File: src/rtl/finn_latency_pkg.sv
// Shared types and defaults for the FINN accelerator latency monitor.
// Nothing here holds state, so it adds no latency and no backpressure.
package finn_latency_pkg;

    localparam int DEF_TS_WIDTH         = 32;
    localparam int DEF_DEPTH            = 16;
    localparam int DEF_BEATS_PER_SAMPLE = 10;

    // Reset value of the running minimum; the first published latency always replaces it.
    localparam logic [DEF_TS_WIDTH-1:0] MIN_INIT = '1;

    typedef enum logic [1:0] {
        ST_IDLE  = 2'd0,
        ST_RUN   = 2'd1,
        ST_FLUSH = 2'd2
    } mon_state_e;

endpackage

File: src/rtl/ts_fifo.sv
// First-word-fall-through timestamp store. The head is valid in the same cycle as !empty.
// A push to a full store is dropped unless a pop happens in the same cycle; flush empties it in one cycle.
module ts_fifo #(
    parameter int WIDTH = 32,
    parameter int DEPTH = 16
) (
    input  logic             sys_clk,
    input  logic             rst_n,
    input  logic             flush,
    input  logic             push,
    input  logic [WIDTH-1:0] push_dat,
    input  logic             pop,
    output logic [WIDTH-1:0] head_dat,
    output logic             full,
    output logic             empty
);
    localparam int AW = (DEPTH > 1) ? $clog2(DEPTH) : 1;

    logic [WIDTH-1:0] mem_q [DEPTH];
    logic [AW-1:0]    wr_ptr_q, wr_ptr_d;
    logic [AW-1:0]    rd_ptr_q, rd_ptr_d;
    logic [AW:0]      count_q, count_d;
    logic             do_push, do_pop;

    assign full     = (count_q == (AW+1)'(DEPTH));
    assign empty    = (count_q == '0);
    assign head_dat = mem_q[rd_ptr_q];

    always_comb begin
        do_pop   = pop & ~empty;
        do_push  = push & (~full | do_pop);
        wr_ptr_d = wr_ptr_q;
        rd_ptr_d = rd_ptr_q;
        count_d  = count_q;
        if (flush) begin
            wr_ptr_d = '0;
            rd_ptr_d = '0;
            count_d  = '0;
        end else begin
            if (do_push) wr_ptr_d = wr_ptr_q + 1'b1;
            if (do_pop)  rd_ptr_d = rd_ptr_q + 1'b1;
            count_d = count_q + {{AW{1'b0}}, do_push} - {{AW{1'b0}}, do_pop};
        end
    end

    always_ff @(posedge sys_clk or negedge rst_n) begin
        if (!rst_n) begin
            wr_ptr_q <= '0;
            rd_ptr_q <= '0;
            count_q  <= '0;
        end else begin
            wr_ptr_q <= wr_ptr_d;
            rd_ptr_q <= rd_ptr_d;
            count_q  <= count_d;
        end
    end

    always_ff @(posedge sys_clk) begin
        if (do_push && !flush) mem_q[wr_ptr_q] <= push_dat;
    end

endmodule

File: src/rtl/finn_latency_monitor.sv
// Passive tap measuring FINN inference latency (first input beat of a sample to its output beat).
// Results are registered one cycle after the output beat; the tapped streams are never backpressured.
module finn_latency_monitor
    import finn_latency_pkg::*;
#(
    parameter int TS_WIDTH         = DEF_TS_WIDTH,
    parameter int DEPTH            = DEF_DEPTH,
    parameter int BEATS_PER_SAMPLE = DEF_BEATS_PER_SAMPLE
) (
    input  logic                sys_clk,
    input  logic                resetn_async,
    input  logic                enable,
    input  logic                clear,
    input  logic                in_tvalid,
    input  logic                in_tready,
    input  logic                out_tvalid,
    input  logic                out_tready,
    input  logic [7:0]          out_tdata,
    output logic                lat_valid,
    output logic [TS_WIDTH-1:0] lat_cycles,
    output logic [7:0]          result_data,
    output logic [TS_WIDTH-1:0] lat_min,
    output logic [TS_WIDTH-1:0] lat_max,
    output logic [15:0]         sample_count,
    output logic                overflow,
    output logic                orphan,
    output logic                busy
);
    localparam int BW = (BEATS_PER_SAMPLE > 1) ? $clog2(BEATS_PER_SAMPLE) : 1;
    localparam logic [BW-1:0]       BCNT_LAST   = BW'(BEATS_PER_SAMPLE - 1);
    localparam logic [TS_WIDTH-1:0] LAT_MIN_RST = {TS_WIDTH{MIN_INIT[0]}};

    logic [2:0] rst_sync_q, rst_sync_d;
    logic       rst_n;

    mon_state_e          state_q, state_d;
    logic [TS_WIDTH-1:0] ts_q, ts_d;
    logic [BW-1:0]       bcnt_q, bcnt_d;
    logic                lat_valid_q, lat_valid_d;
    logic [TS_WIDTH-1:0] lat_cycles_q, lat_cycles_d;
    logic [7:0]          result_data_q, result_data_d;
    logic [TS_WIDTH-1:0] lat_min_q, lat_min_d;
    logic [TS_WIDTH-1:0] lat_max_q, lat_max_d;
    logic [15:0]         sample_count_q, sample_count_d;
    logic                overflow_q, overflow_d;
    logic                orphan_q, orphan_d;
    logic                busy_q, busy_d;

    logic                in_beat, out_beat, push_ev, pop_ev, bypass, publish;
    logic                fifo_push, fifo_pop, fifo_full, fifo_empty;
    logic [TS_WIDTH-1:0] fifo_head, lat_new;

    // Reset asserts immediately but releases only after three sys_clk edges.
    assign rst_sync_d = {rst_sync_q[1:0], 1'b1};
    assign rst_n      = rst_sync_q[2];

    always_ff @(posedge sys_clk or negedge resetn_async) begin
        if (!resetn_async) rst_sync_q <= '0;
        else               rst_sync_q <= rst_sync_d;
    end

    ts_fifo #(
        .WIDTH (TS_WIDTH),
        .DEPTH (DEPTH)
    ) u_ts_fifo (
        .sys_clk  (sys_clk),
        .rst_n    (rst_n),
        .flush    (clear),
        .push     (fifo_push),
        .push_dat (ts_q),
        .pop      (fifo_pop),
        .head_dat (fifo_head),
        .full     (fifo_full),
        .empty    (fifo_empty)
    );

    always_comb begin
        in_beat  = in_tvalid & in_tready;
        out_beat = out_tvalid & out_tready;
        push_ev  = (state_q == ST_RUN) & in_beat & (bcnt_q == '0);
        pop_ev   = (state_q != ST_IDLE) & out_beat;
        // A pop racing the push into an empty store measures that same timestamp.
        bypass   = push_ev & pop_ev & fifo_empty;
        publish  = pop_ev & (~fifo_empty | push_ev);
        lat_new  = bypass ? '0 : ts_q - fifo_head;

        ts_d           = ts_q + 1'b1;
        state_d        = state_q;
        bcnt_d         = bcnt_q;
        lat_valid_d    = 1'b0;
        lat_cycles_d   = lat_cycles_q;
        result_data_d  = result_data_q;
        lat_min_d      = lat_min_q;
        lat_max_d      = lat_max_q;
        sample_count_d = sample_count_q;
        overflow_d     = overflow_q;
        orphan_d       = orphan_q;
        fifo_push      = 1'b0;
        fifo_pop       = 1'b0;

        if (clear) begin
            state_d        = ST_IDLE;
            bcnt_d         = '0;
            lat_min_d      = LAT_MIN_RST;
            lat_max_d      = '0;
            sample_count_d = '0;
            overflow_d     = 1'b0;
            orphan_d       = 1'b0;
        end else begin
            unique case (state_q)
                ST_IDLE:  if (enable) state_d = ST_RUN;
                ST_RUN:   if (!enable) state_d = ST_FLUSH;
                ST_FLUSH: begin
                    if (enable)          state_d = ST_RUN;
                    else if (fifo_empty) state_d = ST_IDLE;
                end
                default:  state_d = ST_IDLE;
            endcase

            if ((state_q == ST_RUN) && in_beat)
                bcnt_d = (bcnt_q == BCNT_LAST) ? '0 : bcnt_q + 1'b1;

            fifo_push = push_ev & ~bypass;
            fifo_pop  = pop_ev & ~fifo_empty;
            if (push_ev && fifo_full && !pop_ev)  overflow_d = 1'b1;
            if (pop_ev && fifo_empty && !push_ev) orphan_d   = 1'b1;

            if (publish) begin
                lat_valid_d    = 1'b1;
                lat_cycles_d   = lat_new;
                result_data_d  = out_tdata;
                lat_min_d      = (lat_new < lat_min_q) ? lat_new : lat_min_q;
                lat_max_d      = (lat_new > lat_max_q) ? lat_new : lat_max_q;
                sample_count_d = (sample_count_q == 16'hFFFF) ? sample_count_q
                                                              : sample_count_q + 16'd1;
            end
        end
        busy_d = (state_d != ST_IDLE);
    end

    always_ff @(posedge sys_clk or negedge rst_n) begin
        if (!rst_n) begin
            state_q        <= ST_IDLE;
            ts_q           <= '0;
            bcnt_q         <= '0;
            lat_valid_q    <= 1'b0;
            lat_cycles_q   <= '0;
            result_data_q  <= '0;
            lat_min_q      <= LAT_MIN_RST;
            lat_max_q      <= '0;
            sample_count_q <= '0;
            overflow_q     <= 1'b0;
            orphan_q       <= 1'b0;
            busy_q         <= 1'b0;
        end else begin
            state_q        <= state_d;
            ts_q           <= ts_d;
            bcnt_q         <= bcnt_d;
            lat_valid_q    <= lat_valid_d;
            lat_cycles_q   <= lat_cycles_d;
            result_data_q  <= result_data_d;
            lat_min_q      <= lat_min_d;
            lat_max_q      <= lat_max_d;
            sample_count_q <= sample_count_d;
            overflow_q     <= overflow_d;
            orphan_q       <= orphan_d;
            busy_q         <= busy_d;
        end
    end

    assign lat_valid    = lat_valid_q;
    assign lat_cycles   = lat_cycles_q;
    assign result_data  = result_data_q;
    assign lat_min      = lat_min_q;
    assign lat_max      = lat_max_q;
    assign sample_count = sample_count_q;
    assign overflow     = overflow_q;
    assign orphan       = orphan_q;
    assign busy         = busy_q;

endmodule

File: config.mk
export PLATFORM = sky130hd
export DESIGN_NAME = finn_latency_monitor
export DESIGN_NICKNAME = d
export VERILOG_FILES = /design/src/rtl/finn_latency_pkg.sv /design/src/rtl/ts_fifo.sv /design/src/rtl/finn_latency_monitor.sv
export SDC_FILE = /design/constraint.sdc
export NUM_CORES = 1
export LEC_CHECK = 0
export BUFFER_PORTS_ARGS = -buffer_cell sky130_fd_sc_hd__buf_2
export CAP_MARGIN = 20
export CORE_MARGIN = 2
export CORE_UTILIZATION = 25
export CTS_BUF_LIST = sky130_fd_sc_hd__clkbuf_16
export CTS_CLUSTER_DIAMETER = 60
export DETAILED_ROUTE_END_ITERATION = 12
export PLACE_DENSITY_LB_ADDON = 0.1
export SLEW_MARGIN = 20
export SYNTH_ARGS = -nofsm -noshare
export SYNTH_HDL_FRONTEND = slang
export SYNTH_SLANG_ARGS = --single-unit
File: constraint.sdc
create_clock -name sys_clk -period 5.97 [get_ports sys_clk]
set_clock_uncertainty 0.2 [all_clocks]
set_input_delay 0.597 -clock sys_clk [delete_from_list [all_inputs] [get_ports sys_clk]]
set_output_delay 0.597 -clock sys_clk [all_outputs]
set_load 0.005 [all_outputs]
==> results.txt <==
The run finished, with violations left. The checks that failed: negative setup slack. The library cells used most frequently in the layout, excluding fill and tap cells, are 512 x edfxtp_1, 310 x buf_4, 159 x mux4_2. The worst setup margin came out at -0.217 ns. The initial core utilization is 0.251. The type of the most critical hold path is primary input to async pin. The net count reported at finish is 2691.

The worst path in the final design needs a cycle of 6.19 ns, including I/O delays and setup. The total number of vias is 19600. The via-per-instance ratio came out at 4.58. The clock passes through at most 3 buffers.

The number of instances in the synthesized netlist came out at 2040. The number of enable flip-flop cells after synthesis came out at 512. Of all nets on the critical path, the largest fanout is 8. The peak supply drop came out at 192 uV. The total of warnings raised by yosys came out at 0.

The number of setup violations in the final report is 64. The depth of the CTS H-tree is 3. Dividing the synthesized area by the synthesized cell count gives 15.2 um^2. The die covers 127000 um^2. The x dimension of the die came out at 356 um. The total overflow left after global routing is 0. The number of I/O pins came out at 140. The fraction of synthesis flops using an asynchronous set or reset pin is 0.258. The fraction of layout instances using a drive strength above 1 came out at 0.397. Data on the critical path is required at its endpoint by 6.26 ns. After detailed placement, the total cell area comes to 35600 um^2. Summed over all nets, the half-perimeter wirelength after detailed placement is 59600 um. In this run, the number of DRC markers left after iteration 0 of detailed routing was 1263.

The number of rows created at floorplan is 129. By area the synthesized netlist is led by edfxtp_1 50%, dfrtp_1 12%, mux4_2 12%, ha_1 4.4%, dfstp_2 2.7%. The analysis attributes to cell leakage a power of 0.0158 uW. Once layout is done, the placed cells without fillers occupy 40900 um^2. Setup repair after global routing could not meet its margin everywhere. STA puts the critical path data arrival time at 6.48 ns.

The most common library cell in the layout ignoring fill and taps is edfxtp_1. edfxtp_1 takes more of the synthesized area than any other cell. The total wire length came out at 98100 um.

The count of endpoints failing hold in the final timing report came out at 0. The synthesized-area fraction occupied by xor and xnor cells is 0.0192. The clock net sink count is 690. The overall die height is 356 um. The cell that appears most often on the critical path is buf_4. TritonCTS built the clock tree. The core occupancy in the finished layout is 0.332. Before CTS, the worst setup slack after placement is -1.03 ns.

The pin count of the biggest net entering global routing is 113. The final routed DRC violation total is 0. The number of slew-limit violations in the final report is 0. In the final routed layout, each cell accounts on average for 23.0 um. The most frequently used flop master after synthesis is edfxtp_1. The worst-margin pin slew is 1.08 ns. The count of max-cap constraint violations came out at 0. For this run, the total global-route usage over all layers was measured as 0.153.

The area of the core region is 123000 um^2. The root cell of the clock tree is clkbuf_16. The critical path buffer and inverter count came out at 11. In the finished design, the share of the clock period the worst path needs comes to 1.04.

The critical path's largest stage delay is 0.53 ns. Of the total synthesized cell area, the portion taken by AND, OR, NAND and NOR gates is 0.0732. Routability-driven placement finished with a final weighted congestion of 0.766. For this run, the register share of the synthesized area comes to 0.642.

The synthesized netlist contains 77 unique library cells. The synthesized net count came out at 2168. The initial antenna violation count came out at 1.

The highest attainable clock frequency is 0.162 GHz. The portion of synthesized cell area occupied by the leading cell type came out at 0.497. The slowest stage of the critical path belongs to the cell dfrtp_4. In this run the tool buffered the top-level ports with 139 buffer cells.

By area, the combinational part of the netlist is dominated by multiplexers. The cell family contributing the most delay on the critical path is compound AO/OA/AOI/OAI gates. The power per cell area is 271 nW/um^2.

The number of standard cells in the layout, taps in and fillers out came out at 4272. Of the total synthesized cell area, the portion taken by full adders, half adders and majority gates is 0.0458. The instance count after placement with tap cells included came out at 4000. The worst setup path is launched from a flip-flop. The count of nets left with antenna violations once routing finished came out at 0. The headroom to the max-slew limit came out at 0.277. The number of iterations in the first detailed-routing pass is 4. The total clock buffers created by CTS came out at 84.

The latest clock arrival within the worst-skew pair is 0.67 ns. The synthesized flop and latch total is 690. 0 antenna diodes ended up in the layout.

The first global-routing pass estimated 143000 um of wire. The number of global-route vias before repair came to 20600. The area growth from synthesis to final layout came out at 32.2%. The multiplexer area fraction after synthesis is 0.123. The critical path is of the flip-flop to flip-flop type. The fraction of the mapped netlist area in compound gates came to 0.0687.

After clock tree synthesis, the clock-pin slew on the worst setup and hold paths is 0.06 ns. The worst setup path is captured at a flip-flop. The mapped netlist covers 31000 um^2.
## layout make-up
cell class	count	area, um^2
inverters	125	489
fillers	12100	82400
flip-flops and latches	690	19900
clock buffers	86	2150
clock inverters	72	568
well taps	1637	2050
repair buffers	525	4420
multi-input cells	1137	11400
## path summary, 6_finish.rpt
| kind | endpoint | cells after the start | startpoint | slack (ns) |
|---|---|---|---|---|
| max | lat_max[1]$_DFFE_PN0P_ | 29 | u_ts_fifo.rd_ptr_q[0]$_DFFE_PN0P_ | -0.22 |
| min | rst_sync_q[2]$_DFF_PN0_ | 2 | resetn_async | 0.08 |
| max reg2reg | lat_max[1]$_DFFE_PN0P_ | 29 | u_ts_fifo.rd_ptr_q[0]$_DFFE_PN0P_ | -0.22 |
| min reg2reg | rst_sync_q[2]$_DFF_PN0_ | 0 | rst_sync_q[1]$_DFF_PN0_ | 0.15 |
| max in group asynchronous | u_ts_fifo.rd_ptr_q[0]$_DFFE_PN0P_ | 1 | rst_sync_q[2]$_DFF_PN0_ | 4.48 |
| min in group sys_clk | rst_sync_q[2]$_DFF_PN0_ | 0 | rst_sync_q[1]$_DFF_PN0_ | 0.15 |
## where the power goes
| group | leakage [uW] | switching (uW) | internal [uW] |
|---|---|---|---|
| clock network | 0.00143 | 2130 | 2900 |
| registers | 0.00712 | 68.0 | 5210 |
| logic | 0.00725 | 417 | 376 |
| total | 0.0158 | 2620 | 8490 |
## flip-flops by register name (all words and copies together) (netlist names), 5 cells and up
register,flops
sample_count,16
lat_max,32
u_ts_fifo.mem_q,512
result_data,8
lat_min,32
ts_q,32
u_ts_fifo.count_q,5
lat_cycles,32
## per-stage QoR
stage	TNS [ns]	hold slack (ns)	power, uW
CTS	-5.96	0.0267	11200
floorplan	0	0.101	5720
global route	-24.64	0.0619	11500
global placement	-44.30	-0.0638	6020
finish	-8.17	0.0783	11100
detailed placement	-46.30	-0.0679	6020
## cells by family (layout without fill, tap and decap cells)
kind of cell               Yosys count  count (layout)
DFF                                690             690
buffers and inverters              213             808
xor gates and xnor gates            68              68
adders and majority gates          112             112
other                                1               1
muxes                              182             182
AOI/OAI and AO/OA                  303             303
and+or+nand+nor                    471             471
## synthesized netlist by cell type (22+ instances only)
cell type    n
clkbuf_1    53
and3_1      25
nor3_1      31
a21oi_1     75
nand3_1     38
nand4_1     35
ha_1       110
dfstp_2     32
and2_1      25
mux2i_1     22
o21ai_0     51
a21o_1      34
edfxtp_1   512
nand2_1    160
mux4_2     159
inv_1      125
xor2_1      24
dfrtp_1    146
xnor2_1     44
nor2_1     105
## metal layers
layer | share of wire | global-route usage
met3 | 0.035 | 0.0229
met4 | 0.024 | 0.0476
met5 | 0 | 0
met2 | 0.50 | 0.264
met1 | 0.44 | 0.198
## timing repair
item	in CTS	in global routing
pin swaps	51	55
setup endpoints to repair	64	65
resized for setup	227	78
hold buffers	11	0
cloned	14	3
hold endpoints to repair	18	0
buffers inserted	75	20
## worst reg2reg max path, delay by kind of cell, from the launching register on
family          cells  cell delay, ns
compound gates      8            1.52
buf+inv            11            1.51
mux                 3            1.17
simple gates        5            0.61
flops               1            0.53
fa+ha+maj           2            0.47
(Power assumes the default switching activity.)
